[src/rtl/dma_pkg.sv]
// Shared DMA types: streamer FSM states, burst request record and AXI constants.
package dma_pkg;

  localparam int AXI_4KB    = 4096;
  localparam int DMA_ADDR_W = 32;

  typedef enum logic [2:0] {
    IDLE,
    CALC,
    REQ,
    DONE,
    HOLD
  } dma_str_st_t;

  typedef struct packed {
    logic [DMA_ADDR_W-1:0] addr;
    logic [7:0]            len;
    logic [2:0]            size;
  } s_dma_burst_req_t;

endpackage

[src/rtl/dma_burst_calc.sv]
// Beats in the next INCR burst: the smallest of the remaining beats, the burst
// cap, and the beats left before the next 4 KB page boundary.
module dma_burst_calc
  import dma_pkg::*;
#(
  parameter int ADDR_W    = 32,
  parameter int SIZE      = 2,
  parameter int MAX_BEATS = 256,
  parameter int BEATS_W   = 9
) (
  input  logic [11:0]        page_offset,
  input  logic [ADDR_W-1:0]  rem_beats,
  output logic [BEATS_W-1:0] beats
);

  // 13 bits so a page-aligned address yields the full 4096-byte distance.
  logic [12:0]       page_bytes;
  logic [12:0]       page_beats;
  logic [ADDR_W-1:0] limit;

  // NOTE: every variable gets a value before any conditional update, so no latch is inferred.
  always_comb begin
    page_bytes = 13'(AXI_4KB) - {1'b0, page_offset};
    page_beats = page_bytes >> SIZE;
    limit      = ADDR_W'(MAX_BEATS);
    if (rem_beats < limit) limit = rem_beats;
    if (ADDR_W'(page_beats) < limit) limit = ADDR_W'(page_beats);
    beats = BEATS_W'(limit);
  end

endmodule

[src/rtl/dma_streamer.sv]
// Splits the active descriptor into AXI4 INCR burst requests bounded by the
// remaining length, the burst cap and 4 KB pages; pulses done once all are accepted.
module dma_streamer
  import dma_pkg::*;
#(
  parameter int ADDR_W      = 32,
  parameter int DATA_W      = 32,
  parameter int MAX_BEATS   = 256,
  parameter int STREAM_TYPE = 0
) (
  input  logic              clk,
  input  logic              rst,
  input  logic              str_valid_i,
  input  logic [ADDR_W-1:0] desc_src_addr_i,
  input  logic [ADDR_W-1:0] desc_dst_addr_i,
  input  logic [ADDR_W-1:0] desc_num_bytes_i,
  output logic              str_done_o,
  output logic              req_valid_o,
  input  logic              req_ready_i,
  output logic [ADDR_W-1:0] req_addr_o,
  output logic [7:0]        req_len_o,
  output logic [2:0]        req_size_o,
  output logic              busy_o
);

  localparam int BPB     = DATA_W / 8;
  localparam int SIZE    = $clog2(BPB);
  localparam int BEATS_W = $clog2(MAX_BEATS) + 1;

  dma_str_st_t        state;
  logic [ADDR_W-1:0]  cur_addr;
  logic [ADDR_W-1:0]  rem_beats;
  logic [BEATS_W-1:0] burst_beats;
  logic [BEATS_W-1:0] beats;

  logic [ADDR_W-1:0]  start_addr;
  logic [ADDR_W-1:0]  start_beats;
  logic [ADDR_W-1:0]  next_addr;
  logic [ADDR_W-1:0]  next_rem;

  always_comb begin
    start_addr  = (STREAM_TYPE != 0) ? desc_dst_addr_i : desc_src_addr_i;
    start_addr  = start_addr & ~ADDR_W'(BPB - 1);
    // A partial trailing beat still costs a whole beat on the bus.
    start_beats = (desc_num_bytes_i >> SIZE)
                + ADDR_W'((desc_num_bytes_i & ADDR_W'(BPB - 1)) != '0);
    next_addr   = cur_addr + (ADDR_W'(burst_beats) << SIZE);
    next_rem    = rem_beats - ADDR_W'(burst_beats);
  end

  dma_burst_calc #(
    .ADDR_W    (ADDR_W),
    .SIZE      (SIZE),
    .MAX_BEATS (MAX_BEATS),
    .BEATS_W   (BEATS_W)
  ) u_burst_calc (
    .page_offset (cur_addr[11:0]),
    .rem_beats   (rem_beats),
    .beats       (beats)
  );

  assign req_size_o = 3'(SIZE);
  assign busy_o     = (state != IDLE);

  // NOTE: non-blocking assignments throughout, so every register updates from pre-edge values.
  always_ff @(posedge clk) begin
    if (rst) begin
      state       <= IDLE;
      cur_addr    <= '0;
      rem_beats   <= '0;
      burst_beats <= '0;
      req_valid_o <= 1'b0;
      req_addr_o  <= '0;
      req_len_o   <= '0;
      str_done_o  <= 1'b0;
    end else begin
      case (state)
        IDLE: begin
          if (str_valid_i) begin
            cur_addr  <= start_addr;
            rem_beats <= start_beats;
            if (desc_num_bytes_i == '0) begin
              str_done_o <= 1'b1;
              state      <= DONE;
            end else begin
              state <= CALC;
            end
          end
        end

        CALC: begin
          if (!str_valid_i) begin
            state <= IDLE;
          end else begin
            req_addr_o  <= cur_addr;
            req_len_o   <= 8'(beats - BEATS_W'(1));
            burst_beats <= beats;
            req_valid_o <= 1'b1;
            state       <= REQ;
          end
        end

        // Request is never retracted; an abort only takes effect after the handshake.
        REQ: begin
          if (req_ready_i) begin
            req_valid_o <= 1'b0;
            cur_addr    <= next_addr;
            rem_beats   <= next_rem;
            if (!str_valid_i) begin
              state <= IDLE;
            end else if (next_rem != '0) begin
              state <= CALC;
            end else begin
              str_done_o <= 1'b1;
              state      <= DONE;
            end
          end
        end

        DONE: begin
          str_done_o <= 1'b0;
          state      <= HOLD;
        end

        HOLD: begin
          if (!str_valid_i) state <= IDLE;
        end

        default: state <= IDLE;
      endcase
    end
  end

endmodule
[config.mk]
export PLATFORM = sky130hd
export DESIGN_NAME = dma_streamer
export DESIGN_NICKNAME = d
export VERILOG_FILES = /design/src/rtl/dma_pkg.sv /design/src/rtl/dma_burst_calc.sv /design/src/rtl/dma_streamer.sv
export SDC_FILE = /design/constraint.sdc
export NUM_CORES = 1
export LEC_CHECK = 0
export BUFFER_PORTS_ARGS = -buffer_cell sky130_fd_sc_hd__buf_2
export CORE_ASPECT_RATIO = 0.7
export CORE_UTILIZATION = 57
export CTS_CLUSTER_SIZE = 20
export DETAILED_ROUTE_END_ITERATION = 8
export PLACE_DENSITY = 0.84
export SLEW_MARGIN = 20
export SYNTH_ARGS = -nofsm -noshare
export SYNTH_HDL_FRONTEND = slang
export SYNTH_SLANG_ARGS = --single-unit
[constraint.sdc]
create_clock -name clk -period 6.39 [get_ports clk]
set_input_delay 1.278 -clock clk [delete_from_list [all_inputs] [get_ports clk]]
set_output_delay 1.278 -clock clk [all_outputs]
set_load 0.01 [all_outputs]
* Word level (Yosys, flattened, before mapping)
Index checks and enable logic that the tools add are counted.
Word-level totals: flip-flop bits (word level) 118, word-level logic and storage cells 64
Operators by class: add/sub/neg operators 5, order comparisons 2, equal/unequal tests 11, muxes and demuxes 25, reduce and logical (&&, ||, !) cells 13
Operators with widths (count):
- $mux 32 | 5
- $pmux 32 s2 | 2
- $reduce_bool 32->1 | 2
- $add 32x11->32 | 1
- $logic_not 32->1 | 1
- $lt 11x32->1 | 1
- $lt 32x9->1 const B | 1
- $sub 32x9->32 | 1
- $add 30x1->31 | 1
- $pmux 3 s5 | 1
- $ne 2x2->1 const B | 7
- $sub 13x12->13 const A | 1
- $mux 3 | 3
- $mux 9 | 1
- $reduce_and 3->1 | 3
- $mux 2 | 4
- $sub 8x1->8 const B | 1
- $mux 1 | 7
- $eq 3x2->1 const B | 2
- $reduce_and 6->1 | 1
- $reduce_bool 3->1 | 2
- $reduce_bool 2->1 | 2
- $eq 3x1->1 const B | 1
- $eq 3x3->1 const B | 1
- other kinds (4) | 4

* Longest topological paths before layout
depth in word-level cells 6, gate-level depth with buffers 21, mapped depth without buffers 18

* Modules after synthesis
A second synthesis with hierarchy kept.
Second synthesis, totals: cells, all modules 1072, area, all modules 7805.0 um^2
By module, submodules not included:
- dma_streamer | instances 1, cells an instance 988, area each 7204.4 um^2, sequential area each 2282.2 um^2
- dma_burst_calc | instances 1, cells an instance 84, area each 600.6 um^2, sequential area each 0.0 um^2

* Worst setup path before layout
No wires, ideal clock.
path kind reg2reg, from reg rem_beats[16], to reg req_len_o[6], setup time 132 ps, data arrival time 4484 ps, data required time 6258 ps, setup slack 1774 ps, stages on the path, launching flop included 21, clock period less this slack 4616 ps, cells stage by stage dfxtp_1 clkbuf_1 nor4_2 nand4_1 nor2_1 buf_2 buf_1 nand2_1 ha_1 a211oi_1 nor2_1 o311ai_0 a31oi_2 buf_2 a31oi_1 ha_1 inv_1 or4_1 xnor2_1 o211ai_1 a21oi_1
Between the ends: word-level cells in the longest chain between the ends 5
Ends and longest elaborated chain:
- from (decl) | RTL line dma_streamer.sv:32 | logic [ADDR_W-1:0] rem_beats;
- from (signal assigned) | RTL line dma_streamer.sv:81 | rem_beats <= start_beats;
- from (signal assigned) | RTL line dma_streamer.sv:108 | rem_beats <= next_rem;
- $lt 32x9->1 | RTL line dma_burst_calc.sv:26 | if (rem_beats < limit) limit = rem_beats;
- $mux 32 * | RTL line dma_burst_calc.sv:26
- $lt 11x32->1 | RTL line dma_burst_calc.sv:27 | if (ADDR_W'(page_beats) < limit) limit = ADDR_W'(page_beats);
- $mux 9 * | RTL line dma_burst_calc.sv:27
- $sub 8x1->8 * | RTL line dma_streamer.sv:96 | req_len_o <= 8'(beats - BEATS_W'(1));
- to (signal assigned) | RTL line dma_streamer.sv:96
- to (decl) | RTL line dma_streamer.sv:21 | output logic [7:0] req_len_o,
Mark *: on every way between the ends. The rest lies on a longest branch, timed or not. A chain may end at the register's enable or synchronous reset.

* Worst setup path after layout
from reg rem_beats[12], to reg req_len_o[6]
Same word-level chain as after synthesis.

==> results_dict.tcl <==
set metrics [dict create \
    outcome "complete, no violations" \
    slew_viol_final 0 \
    rsz0062_at_grt "no" \
    clk_pin_slew_ns 0.06 \
    syn_inst 1036 \
    cts-hold-fix-buffers 0 \
    yosysTopAreaCell "dfxtp_1" \
    first_iter_violations 796 \
    drc 0 \
    rr_startpoint "rem_beats[12]" \
    multi_input_area_sq_um 5090 \
    row_count 35 \
    crit_path_frequent_cell "a21oi_1" \
    die_h_microns 99.6 \
    post-place-ws_ns 1.53 \
    drv_cap 0 \
    crit_family "simple AND/OR/NAND/NOR gates" \
    diodes 0 \
    grtUsageTotal_pct 33.7 \
    ys.warnings.count 0 \
    cts_tree "built" \
    synthFlopType "dfxtp_1" \
    peakVddDrop_mv 0.211 \
    core-area_sq_um 13200 \
    dieWidth_microns 141 \
    dp_hpwl_microns 16100 \
    post_cts_buffers 0 \
    hp-class "reg2reg" \
    grt_pass1_wl_microns 37700 \
    dpl-instance-area_sq_um 8360 \
    p_per_area_nw_per_um2 266 \
    layout_setup_ws_ns 1.41 \
    final_common_cell "nand2_1" \
    antenna_found_initial 0 \
    cts.repair.resized 0 \
    setup_viol 0 \
    tns_ns 0 \
    cts_buffers 17 \
    io_pins 146 \
    layout.nets 1247 \
    overflow 0 \
    crit_fanout 20 \
    synth_area_sq_um 7750 \
    min_period_ns 4.98 \
    skew_ns 0.00993 \
    dieArea_sq_um 14100 \
    hold_viol 0 \
    end_kind "flip-flop" \
    antenna_left 0 \
    cts_max_path_buffers 2 \
    clock_sinks 114 \
    ys_ff_latch 114 \
    max_freq_mhz 201 \
    final_cell_mix "nand2_1, dfxtp_1, buf_2" \
    power.leakage_uw 0.00348 \
    ys_top_cells_by_area "dfxtp_1, nand2_1, a21oi_1" \
    worstPathCellList "nor3_1, nand4_1, nor2_1, buf_4, nand2_1, ha_1, a21oi_1, a21oi_1, o311ai_0, a31oi_2, a31oi_1, ha_1, inv_1, or4_1, xnor2_1, o211ai_1, a21oi_1" \
    critPathRequiredTime_ns 6.67 \
    vias 8400 \
    crit_arrival_ns 5.27 \
    fin_total_pwr_uw 2390 \
    start_util_pct 58.6 \
    layout-drive-gt1-share_pct 15.7 \
    avgRoutedWirePerCell_microns 17.8 \
    nFillCells 1094 \
    cts_max_level 4 \
    hold_start "req_len_o[3]" \
    yosysUniqueCellTypes 73 \
    gp_congestion 0.979 \
    fin_area_sq_um 8980 \
    clk_latency_ns 0.42 \
    path_buf_inv 2 \
    area_delta_synth_final_pct 15.9 \
    layout.area.seq_sq_um 2280 \
    firstDrtPassIters 5 \
    syn_avg_cell_area_sq_um 7.48 \
    io_buffers 106 \
    wl_microns 23300 \
    ys_seq_area_share_pct 29.4 \
    grt_pass1_vias 7606 \
    cpMaxStageDelayCell "nor3_1" \
    worst_pin_slew_ns 1.05 \
    startpoint "rem_beats[12]" \
    slew_headroom_pct 30.0 \
    fin_crit_sh_pct 77.9 \
    synth_edf_count 0 \
    postSynth.asyncResetShare_pct 0 \
    synth_top_cell_area_share_pct 29.4 \
    avgViaCountPerCell 6.41 \
    grt_max_degree 71 \
    path_class "reg2reg" \
    critPathLaunchType "flip-flop" \
    cts_root_buf "clkbuf_16" \
    slowest_delay_ns 0.55 \
]
-- worst min-delay path, cell delays in order (launching register included) --
cell,delay (ns)
dfxtp_1,0.30
nand2_1,0.05
a21oi_1,0.05
-- cells in the mapped netlist (7+ instances only) --
library cell and count:
inv_1 33, xor2_1 34, ha_1 33, nor4_1 32, nand2b_1 7, nand4_1 20
clkbuf_1 47, nor2_1 87, nand2_1 151, o21ai_0 42, a221oi_1 17, a22oi_1 9
mux2i_1 14, or3_1 10, buf_2 7, or2_2 7, xnor2_1 25, buf_1 7
o211ai_1 11, a211oi_1 20, nor2b_1 10, nor3_1 41, dfxtp_1 114, a31oi_1 12
and3_1 8, nand3_1 34, a21oi_1 91
-- flip-flops by register name (all words and copies together) (netlist names) --
register and flops:
req_len_o 8, state 3, rem_beats 32, burst_beats 9
str_done_o 1, cur_addr 30, req_valid_o 1, req_addr_o 30
-- where the power goes --
| group | total, uW | internal, uW | switching, uW |
|---|---|---|---|
| logic | 584 | 221 | 363 |
| clock network | 1000 | 630 | 373 |
| registers | 805 | 750 | 54.2 |
| total | 2390 | 1600 | 790 |
-- cell type report --
cell class	count	area share, %
repair buffers	119	7.02
flip-flops and latches	114	25.4
inverters	33	1.38
well taps	185	2.58
multi-input cells	827	56.7
clock buffers	19	4.93
clock inverters	13	1.95
-- logic make-up (layout without fill, tap and decap cells) --
family	count (synthesis)	in the layout	synth area share (%)
compound gates	272	272	23.2
mux	16	16	2.10
xor+xnor	59	59	6.67
flops	114	114	29.4
fa+ha+maj	35	35	5.84
simple gates	438	438	27.4
other cells	2	7	0.0969
buf+inv	100	184	5.25
-- per-stage QoR --
step / instances / hold slack (ns) / util (%)
6_report: 1310 / 0.450 / 67.9
5_1_grt: 1310 / 0.471 / 67.9
4_1_cts: 1310 / 0.454 / 67.9
3_5_place_dp: 1278 / 0.446 / 63.2
3_3_place_gp: 1278 / 0.438 / 63.2
2_1_floorplan: 1041 / 0.449 / -
-- worst paths after layout --
path	end	slack [ns]	cells after the start
worst max-delay path	req_len_o[6]	1.41	17
worst min-delay path	req_len_o[3]	0.45	2
worst max register to register	req_len_o[6]	1.41	17
worst min register to register	req_len_o[3]	0.45	2
-- layer usage --
layer	vias up	track usage (%)	part of all wire, %
li1	3948	-	-
met1	3931	46.9	45
met2	461	51.0	43
met3	60	7.51	10
met4	0	11.8	2.0
met5	-	0	0
Note: power is estimated with default switching activity, not from simulation.
